File: src/rtl/intr_sig_gen_array_if.sv
// intr_sig_gen_array_if: status/config inputs and request outputs of intr_sig_gen_array.
// The intr_ack lines exist only when INTR_SIG_GEN_ARRAY_ACK_EN is defined.
interface intr_sig_gen_array_if #(
    parameter int NUM_CH = 4,
    parameter int PW_BW  = 5
);
    logic [NUM_CH-1:0]       intr_stat;
    logic [NUM_CH-1:0]       intr_en;
    logic [2*NUM_CH-1:0]     trig_mode;
    logic [PW_BW*NUM_CH-1:0] pulse_width;
    logic [NUM_CH-1:0]       intr_sig;
    logic                    intr_any;
`ifdef INTR_SIG_GEN_ARRAY_ACK_EN
    logic [NUM_CH-1:0]       intr_ack;
    modport master (output intr_stat, intr_en, trig_mode, pulse_width, intr_ack, input intr_sig, intr_any);
    modport slave  (input intr_stat, intr_en, trig_mode, pulse_width, intr_ack, output intr_sig, intr_any);
`else
    modport master (output intr_stat, intr_en, trig_mode, pulse_width, input intr_sig, intr_any);
    modport slave  (input intr_stat, intr_en, trig_mode, pulse_width, output intr_sig, intr_any);
`endif
endinterface

File: src/rtl/intr_sig_gen_array.sv
// intr_sig_gen_array: per-channel edge/pulse/level interrupt request generator with OR-aggregate.
// Define INTR_SIG_GEN_ARRAY_ACK_EN to enable early acknowledge of a request in HOLD.
module intr_sig_gen_array #(
    parameter int NUM_CH          = 4,
    parameter int MAX_PULSE_WIDTH = 16,
    parameter int PW_BW           = $clog2(MAX_PULSE_WIDTH + 1)
) (
    input logic                 clk,
    input logic                 rst_n,
    intr_sig_gen_array_if.slave bus
);
    typedef enum logic [1:0] {IDLE, HOLD, CLR} state_t;
    localparam logic [PW_BW-1:0] MAX_W = PW_BW'(MAX_PULSE_WIDTH);
    logic [NUM_CH-1:0] sig;
    for (genvar c = 0; c < NUM_CH; c++) begin : g_ch
        state_t           state, state_nxt;
        logic [PW_BW-1:0] cnt, cnt_nxt, width, eff_w;
        logic [1:0]       mode;
        logic             stat, en, ack, clr;
        assign stat  = bus.intr_stat[c];
        assign en    = bus.intr_en[c];
        assign mode  = bus.trig_mode[2*c +: 2];
        assign width = bus.pulse_width[PW_BW*c +: PW_BW];
        assign eff_w = (width == '0) ? PW_BW'(1) : (width > MAX_W) ? MAX_W : width;
`ifdef INTR_SIG_GEN_ARRAY_ACK_EN
        assign ack = bus.intr_ack[c];
`else
        assign ack = 1'b0;
`endif
        // >= rather than == keeps a pulse finite if the width shrinks mid-HOLD
        assign clr = ack | ((mode == 2'd2) ? !stat : (mode == 2'd1) ? (cnt >= eff_w - 1'b1) : 1'b1);
        always_comb begin
            state_nxt = state;
            if (!en)
                state_nxt = IDLE;
            else if (state == IDLE)
                state_nxt = stat ? HOLD : IDLE;
            else if (state == HOLD)
                state_nxt = !clr ? HOLD : (mode == 2'd2) ? IDLE : CLR;
            else
                state_nxt = stat ? CLR : IDLE;
            cnt_nxt = (state == IDLE || !en) ? '0 :
                      (state_nxt == HOLD && cnt < eff_w - 1'b1) ? cnt + 1'b1 : cnt;
        end
        always_ff @(posedge clk or negedge rst_n) begin
            if (!rst_n) begin
                state <= IDLE;
                cnt   <= '0;
            end else begin
                state <= state_nxt;
                cnt   <= cnt_nxt;
            end
        end
        assign sig[c] = (state == HOLD);
    end
    assign bus.intr_sig = sig;
    assign bus.intr_any = |sig;
endmodule

File: src/flat_wrapper.sv
// flat-port wrapper written by rule: the top's interface ports become plain ports
module intr_sig_gen_array_flat 
#(
    parameter int NUM_CH          = 4,
    parameter int MAX_PULSE_WIDTH = 16,
    parameter int PW_BW           = $clog2(MAX_PULSE_WIDTH + 1)
)
  (clk, rst_n, bus_intr_stat, bus_intr_en, bus_trig_mode, bus_pulse_width, bus_intr_sig, bus_intr_any);
  intr_sig_gen_array_if #(.NUM_CH(NUM_CH), .PW_BW(PW_BW)) bus_i ();
  input logic clk;
  input logic rst_n;
  input wire logic [$bits(bus_i.intr_stat)-1:0] bus_intr_stat;
  input wire logic [$bits(bus_i.intr_en)-1:0] bus_intr_en;
  input wire logic [$bits(bus_i.trig_mode)-1:0] bus_trig_mode;
  input wire logic [$bits(bus_i.pulse_width)-1:0] bus_pulse_width;
  output wire logic [$bits(bus_i.intr_sig)-1:0] bus_intr_sig;
  output wire logic [$bits(bus_i.intr_any)-1:0] bus_intr_any;
  assign bus_i.intr_stat = bus_intr_stat;
  assign bus_i.intr_en = bus_intr_en;
  assign bus_i.trig_mode = bus_trig_mode;
  assign bus_i.pulse_width = bus_pulse_width;
  assign bus_intr_sig = bus_i.intr_sig;
  assign bus_intr_any = bus_i.intr_any;
  intr_sig_gen_array #(.NUM_CH(NUM_CH), .MAX_PULSE_WIDTH(MAX_PULSE_WIDTH), .PW_BW(PW_BW)) u_core (.clk(clk), .rst_n(rst_n), .bus(bus_i));
endmodule
File: config.mk
export PLATFORM = sky130hd
export DESIGN_NAME = intr_sig_gen_array_flat
export DESIGN_NICKNAME = d
export VERILOG_FILES = /design/src/rtl/intr_sig_gen_array_if.sv /design/src/rtl/intr_sig_gen_array.sv /design/src/flat_wrapper.sv
export SDC_FILE = /design/constraint.sdc
export NUM_CORES = 1
export LEC_CHECK = 0
export CORE_MARGIN = 10
export CORE_UTILIZATION = 37
export DETAILED_ROUTE_END_ITERATION = 10
export SLEW_MARGIN = 30
export SYNTH_ARGS = -nofsm -noshare
export SYNTH_HDL_FRONTEND = slang
export SYNTH_SLANG_ARGS = --single-unit
File: constraint.sdc
create_clock -name clk -period 2.1 [get_ports clk]
set_clock_uncertainty 0.15 [all_clocks]
set_input_delay 0.42 -clock clk [delete_from_list [all_inputs] [get_ports clk]]
set_output_delay 0.42 -clock clk [all_outputs]
set_load 0.05 [all_outputs]
==> results.yml, run 1 <==
yosys:
  synth.top_cell.area_share: 0.301
  ys_ff_latch: 28
  yosysSeqAreaShare: 0.301
  synth_area_leaders: "dfrtp_1 (30%), ha_1 (15%), a21oi_1 (5.4%)"
  synth.avg_cell_area_sq_um: 8.75
  yosysWarnings: 0
  synth_ff_type: "dfrtp_1"
  ys_types: 43
  synthCells: 266
  synth_edf_count: 0
  synthArstFlopShare: 1.00
  netlist_area_sq_um: 2330
  synth_common_cells: "dfrtp_1 (28), ha_1 (28), a21oi_1 (25)"
  synth_nets: 332
  yosysTopAreaCell: "dfrtp_1"
setup_path:
  critical_path.cell_chain: "buf_8 -> nor3_4 -> o21bai_4 -> ha_4 -> buf_6 -> xnor2_4 -> ha_4 -> nand4_1 -> o21ai_2 -> a211oi_4 -> buf_6 -> a21bo_2 -> a21oi_2"
  worst-endpoint-arrival_ns: 2.52
  required_ns: 2.15
  crit_type: "in -> reg"
  cp_slowest_cell: "ha_4"
  r2r.worst_path.cells: 8
  rr_startpoint: "u_core.g_ch[0].cnt[0]$_DFFE_PN0P_"
  critical_path.max_stage_delay_ns: 0.28
  worstReg2RegEnd: "u_core.g_ch[0].cnt[4]$_DFFE_PN0P_"
  critPathMaxFanout: 5
  r2r_setup_slack_ns: 0.10
  worstSetupEndpointType: "flip-flop"
  start_kind: "input pin"
pwr:
  p_per_area_nw_per_um2: 376
  peakVddDrop_mv: 0.321
  static-leakage-power_nw: 1.71
place:
  portBuffers: 42
  place_congestion: 0.775
  post-place-ws_ns: -1.16
  dp.final_hpwl_mm: 4.65
  dp.cells: 434
floorplanning:
  core_area_sq_um: 6030
  die_w_um: 99.3
  initial_core_util: 0.386
  die_h_um: 99.3
  num_rows: 28
  dieArea_sq_um: 9860
  pin_count: 43
cells_and_area:
  layout.cells.non_filler: 450
  area_growth_pct: 70.2
  nNetsFinal: 443
  nFillCells: 524
  drive_gt1_frac: 0.464
  diodes: 0
clock_tree:
  h-tree-depth: 1
  clkTransAtPathRegs_ns: 0.09
  clockBufferDepth: 2
  cts_tree: "built"
  clock_sinks: 28
  cts_made_buffers: 3
  clock_latency_ns: 0.27
  ctsRootBufferMaster: "clkbuf_8"
  hold_buffers: 0
timing:
  slew_headroom: 0.544
  hold_viol_final: 0
  setup_ws_ns: -0.371
  min_period_ns: 2.47
  timing.hold.ws_ns: 0.363
  rsz0062_at_grt: "true"
  setup_violations: 29
  tightest_slew_ns: 0.677
  timing.fmax_ghz: 0.405
  drv_slew: 0
  finalCritPeriodShare: 1.18
drt:
  drt-vias-per-instance: 5.27
  wl_per_cell_um: 14.3
  antenna_left: 0
  drc: 0
  detail_route.first_pass.iterations: 4
  drt-total-wl_mm: 6.42
  dr.first_iter.drc_count: 79
  num_vias: 2373
grt:
  grt_pass1_vias: 2357
  grt.total_usage: 0.128
  grt_max_degree: 29
  antenna_found_initial: 0
  grt_pass1_wl_mm: 10.8
  grt_overflow: 0
status:
  outcome: "finished, violations left"
  failed_checks: "setup timing"
worst_hold_path:
  worstHoldPathType: "in -> async"
run:
  drv_cap: 0
-- placed cells by master (no fill, tap or decap), drive strengths merged, types with 5 or more instances in the layout --
cell type	Yosys	routed
nand3	11	11
clkdlybuf4s50	0	17
nand2	20	20
nor3	5	5
o21ai	16	16
ha	28	28
a31oi	5	5
nor2	11	11
nand2b	11	11
or3	7	7
a21oi	25	25
and3	5	5
dfrtp	28	28
inv	17	17
buf	0	87
nor2b	17	17
xnor2	9	9
-- sequential cells by signal, summed over array words and instances (netlist names) --
signal and flops:
u_core.g_ch.cnt 20, u_core.g_ch.state 8
-- worst max-delay path: cells and delay by family --
| kind | cells | cell delay [ns] |
|---|---|---|
| buffers and inverters | 3 | 0.38 |
| AND/OR/NAND/NOR | 2 | 0.36 |
| AO/OA/AOI/OAI | 5 | 0.76 |
| XOR/XNOR | 1 | 0.13 |
| adder cells (fa/ha/maj) | 2 | 0.45 |
-- final cells by class --
class / count / area (sq um) / share of cell area
well taps: 75 / 93.8 / 0.0237
multi-input cells: 221 / 2090 / 0.527
inverters: 17 / 63.8 / 0.0161
clock buffers: 3 / 41.3 / 0.0104
repair buffers: 106 / 972 / 0.245
flip-flops and latches: 28 / 702 / 0.177
-- where the power goes --
group          total (W)  internal, W  switching [W]
Combinational   0.000639     0.000345       0.000293
Clock           0.000287     0.000129       0.000158
Sequential      0.000565     0.000551      0.0000132
Total            0.00149      0.00103       0.000465
-- repair_timing --
action                                 in CTS  in global routing
endpoints found under the hold margin       0                  0
setup buffers                              13                  2
gates cloned                                0                  0
resized for setup                         155                 26
setup endpoints to repair                  29                 29
pin swaps                                  58                 32
-- stage by stage --
| stage | TNS [ns] | total power, W | cell area, sq um | utilization |
|---|---|---|---|---|
| 3_5_place_dp | -28.42 | 0.00107 | 3350 | 0.556 |
| 3_3_place_gp | -27.21 | 0.00107 | 3350 | 0.556 |
| 4_1_cts | -7.73 | 0.00147 | 3840 | 0.638 |
| 6_report | -7.12 | 0.00149 | 3960 | 0.657 |
| 2_1_floorplan | -8.66 | 0.000810 | 2420 | - |
| 5_1_grt | -10.06 | 0.00159 | 3960 | 0.657 |
-- metal layers --
layer | vias to the layer above | routed length, um | global-route usage
li1 | 1201 | - | -
met1 | 1126 | 3010 | 0.167
met2 | 41 | 3140 | 0.207
met3 | 5 | 179 | 0.0201
met4 | 0 | 93 | 0.0463
met5 | - | 0 | 0
-- cell families after synthesis --
logic type	synth area share
and+or+nand+nor	0.246
AOI/OAI and AO/OA	0.228
xor gates and xnor gates	0.0339
adders and majority gates	0.151
buffers and inverters	0.0274
muxes	0.0129
DFF	0.301
-- worst max path at each step --
stage                   startpoint  slack [ns]                                end
6_report        bus_pulse_width[3]       -0.37  u_core.g_ch[0].cnt[2]$_DFFE_PN0P_
5_1_grt        bus_pulse_width[17]       -0.47  u_core.g_ch[3].cnt[0]$_DFFE_PN0P_
4_1_cts         bus_pulse_width[2]       -0.43  u_core.g_ch[0].cnt[2]$_DFFE_PN0P_
3_5_place_dp    bus_pulse_width[3]       -1.16  u_core.g_ch[0].cnt[1]$_DFFE_PN0P_
3_3_place_gp    bus_pulse_width[3]       -1.08  u_core.g_ch[0].cnt[2]$_DFFE_PN0P_
2_1_floorplan  bus_pulse_width[18]       -0.47  u_core.g_ch[3].cnt[2]$_DFFE_PN0P_
Note: power is estimated with default switching activity, not from simulation.
==> run 2: changes to the inputs <==
Settings changed: RECOVER_POWER set to 25.
==> run 2 against run 1 <==
Compared with the run above:
- the flow still finishes with violations (setup timing)
- utilization barely moved
- highest routed layer unchanged
- design area barely moved
- sequential power barely moved
- largest power group unchanged
- first-iteration DRC count did not move
==> results.yml, run 2 (synthesis gave the netlist of run 1 again) <==
drt:
  detail_route.first_pass.iterations: 4
  wl_per_cell_um: 14.3
  drt-vias-per-instance: 5.27
  dr.first_iter.drc_count: 79
  num_vias: 2373
  drc: 0
  antenna_left: 0
  drt-total-wl_mm: 6.42
timing:
  finalCritPeriodShare: 1.18
  min_period_ns: 2.47
  tightest_slew_ns: 0.677
  rsz0062_at_grt: "true"
  timing.fmax_ghz: 0.405
  slew_headroom: 0.544
  hold_viol_final: 0
  timing.hold.ws_ns: 0.409
  setup_violations: 29
  drv_slew: 0
  setup_ws_ns: -0.371
setup_path:
  r2r_setup_slack_ns: 0.10
  worstSetupEndpointType: "flip-flop"
  critPathMaxFanout: 5
  start_kind: "input pin"
  required_ns: 2.15
  worst-endpoint-arrival_ns: 2.52
  crit_type: "in -> reg"
clock_tree:
  clock_latency_ns: 0.27
  ctsRootBufferMaster: "clkbuf_8"
  cts_made_buffers: 3
  clkTransAtPathRegs_ns: 0.09
  cts_tree: "built"
  h-tree-depth: 1
  clock_sinks: 28
  clockBufferDepth: 2
pwr:
  power.internal_w: 0.00102
  switching_share: 0.312
  power_w: 0.00149
  clock_power_share: 0.193
  power_switching_w: 0.000465
  static-leakage-power_nw: 1.71
  power_frac_seq: 0.379
  p_comb_frac: 0.428
  p_per_area_nw_per_um2: 376
  peakVddDrop_mv: 0.321
status:
  failed_checks: "setup timing"
  outcome: "finished, violations left"
floorplanning:
  initial_core_util: 0.386
  die_w_um: 99.3
  die_h_um: 99.3
  num_rows: 28
  pin_count: 43
  dieArea_sq_um: 9860
  core_area_sq_um: 6030
cells_and_area:
  drive_gt1_frac: 0.464
  diodes: 0
  largest-register: "u_core.g_ch.cnt"
  reg_top3: "u_core.g_ch.cnt x20, u_core.g_ch.state x8"
  area_growth_pct: 70.1
  layout.cells.non_filler: 450
  largest_register_ffs: 20
  layout_common_cells: "buf_4 (53), dfrtp_1 (27), ha_1 (23)"
  nNetsFinal: 443
  mostFrequentLayoutCell: "buf_4"
place:
  post-place-ws_ns: -1.16
  dp.final_hpwl_mm: 4.65
  place_congestion: 0.775
  dp.cells: 434
  portBuffers: 42
grt:
  grt.total_usage: 0.128
  grt_max_degree: 29
  grt_pass1_vias: 2357
  grt_pass1_wl_mm: 10.8
  grt_overflow: 0
  antenna_found_initial: 0
worst_hold_path:
  worstHoldPathType: "reg -> reg"
run:
  drv_cap: 0
-- run 2: cell count changes in the layout (fill, tap and decap cells not counted), sizes merged --
cell	change
dlygate4sd3	+1
clkbuf	+1
buf	-1
clkdlybuf4s50	-1
-- run 2: critical path, stage by stage --
cell and delay, ns:
buf_8 0.10, nor3_4 0.20, o21bai_4 0.10, ha_4 0.17, buf_6 0.12, xnor2_4 0.13
ha_4 0.28, nand4_1 0.16, o21ai_2 0.27, a211oi_4 0.10, buf_6 0.16, a21bo_2 0.19
a21oi_2 0.10
-- run 2: layer usage --
layer,vias to the layer above,routed length (um),track usage
li1,1201,-,-
met1,1126,3010,0.167
met2,41,3140,0.207
met3,5,179,0.0201
met4,0,93,0.0463
met5,-,0,0
-- run 2: power groups by stage --
stage                     logic (W)  clock network, W  registers (W)
after global placement     0.000490                 0       0.000576
after detailed placement   0.000493                 0       0.000577
after floorplan            0.000234                 0       0.000576
after CTS                  0.000610          0.000293       0.000564
after global routing       0.000694          0.000325       0.000567
final                      0.000637          0.000287       0.000565
-- run 2: through the flow --
step / setup TNS (ns) / util / instance area (sq um)
detailed placement: -28.42 / 0.556 / 3350
CTS: -7.73 / 0.638 / 3840
finish: -7.12 / 0.657 / 3960
global placement: -27.21 / 0.556 / 3350
floorplan: -8.66 / - / 2420
global route: -10.06 / 0.657 / 3960
-- run 2: area by class of cell --
| class | instances | area, sq um |
|---|---|---|
| multi-input combinational | 221 | 2090 |
| sequential | 28 | 702 |
| fill | 525 | 2070 |
| tap | 75 | 93.8 |
| timing repair buffer | 106 | 970 |
| inverter | 17 | 63.8 |
| clock buffer | 3 | 41.3 |
-- run 2: worst paths after layout --
| kind | from | to | depth (start not counted) |
|---|---|---|---|
| min | u_core.g_ch[0].cnt[4]$_DFFE_PN0P_ | u_core.g_ch[0].cnt[4]$_DFFE_PN0P_ | 2 |
| max in group asynchronous | rst_n | u_core.g_ch[3].state[0]$_DFF_PN0_ | 2 |
| min in group asynchronous | rst_n | u_core.g_ch[1].cnt[4]$_DFFE_PN0P_ | 2 |
| max | bus_pulse_width[3] | u_core.g_ch[0].cnt[2]$_DFFE_PN0P_ | 13 |
| min reg2reg | u_core.g_ch[0].cnt[4]$_DFFE_PN0P_ | u_core.g_ch[0].cnt[4]$_DFFE_PN0P_ | 2 |
| max reg2reg | u_core.g_ch[0].cnt[0]$_DFFE_PN0P_ | u_core.g_ch[0].cnt[4]$_DFFE_PN0P_ | 8 |
-- run 2: timing repair --
action | in CTS | in global routing
hold buffers | 0 | 0
buffers inserted | 13 | 2
resized for setup | 155 | 26
setup endpoints to repair | 29 | 29
pin swaps | 58 | 32
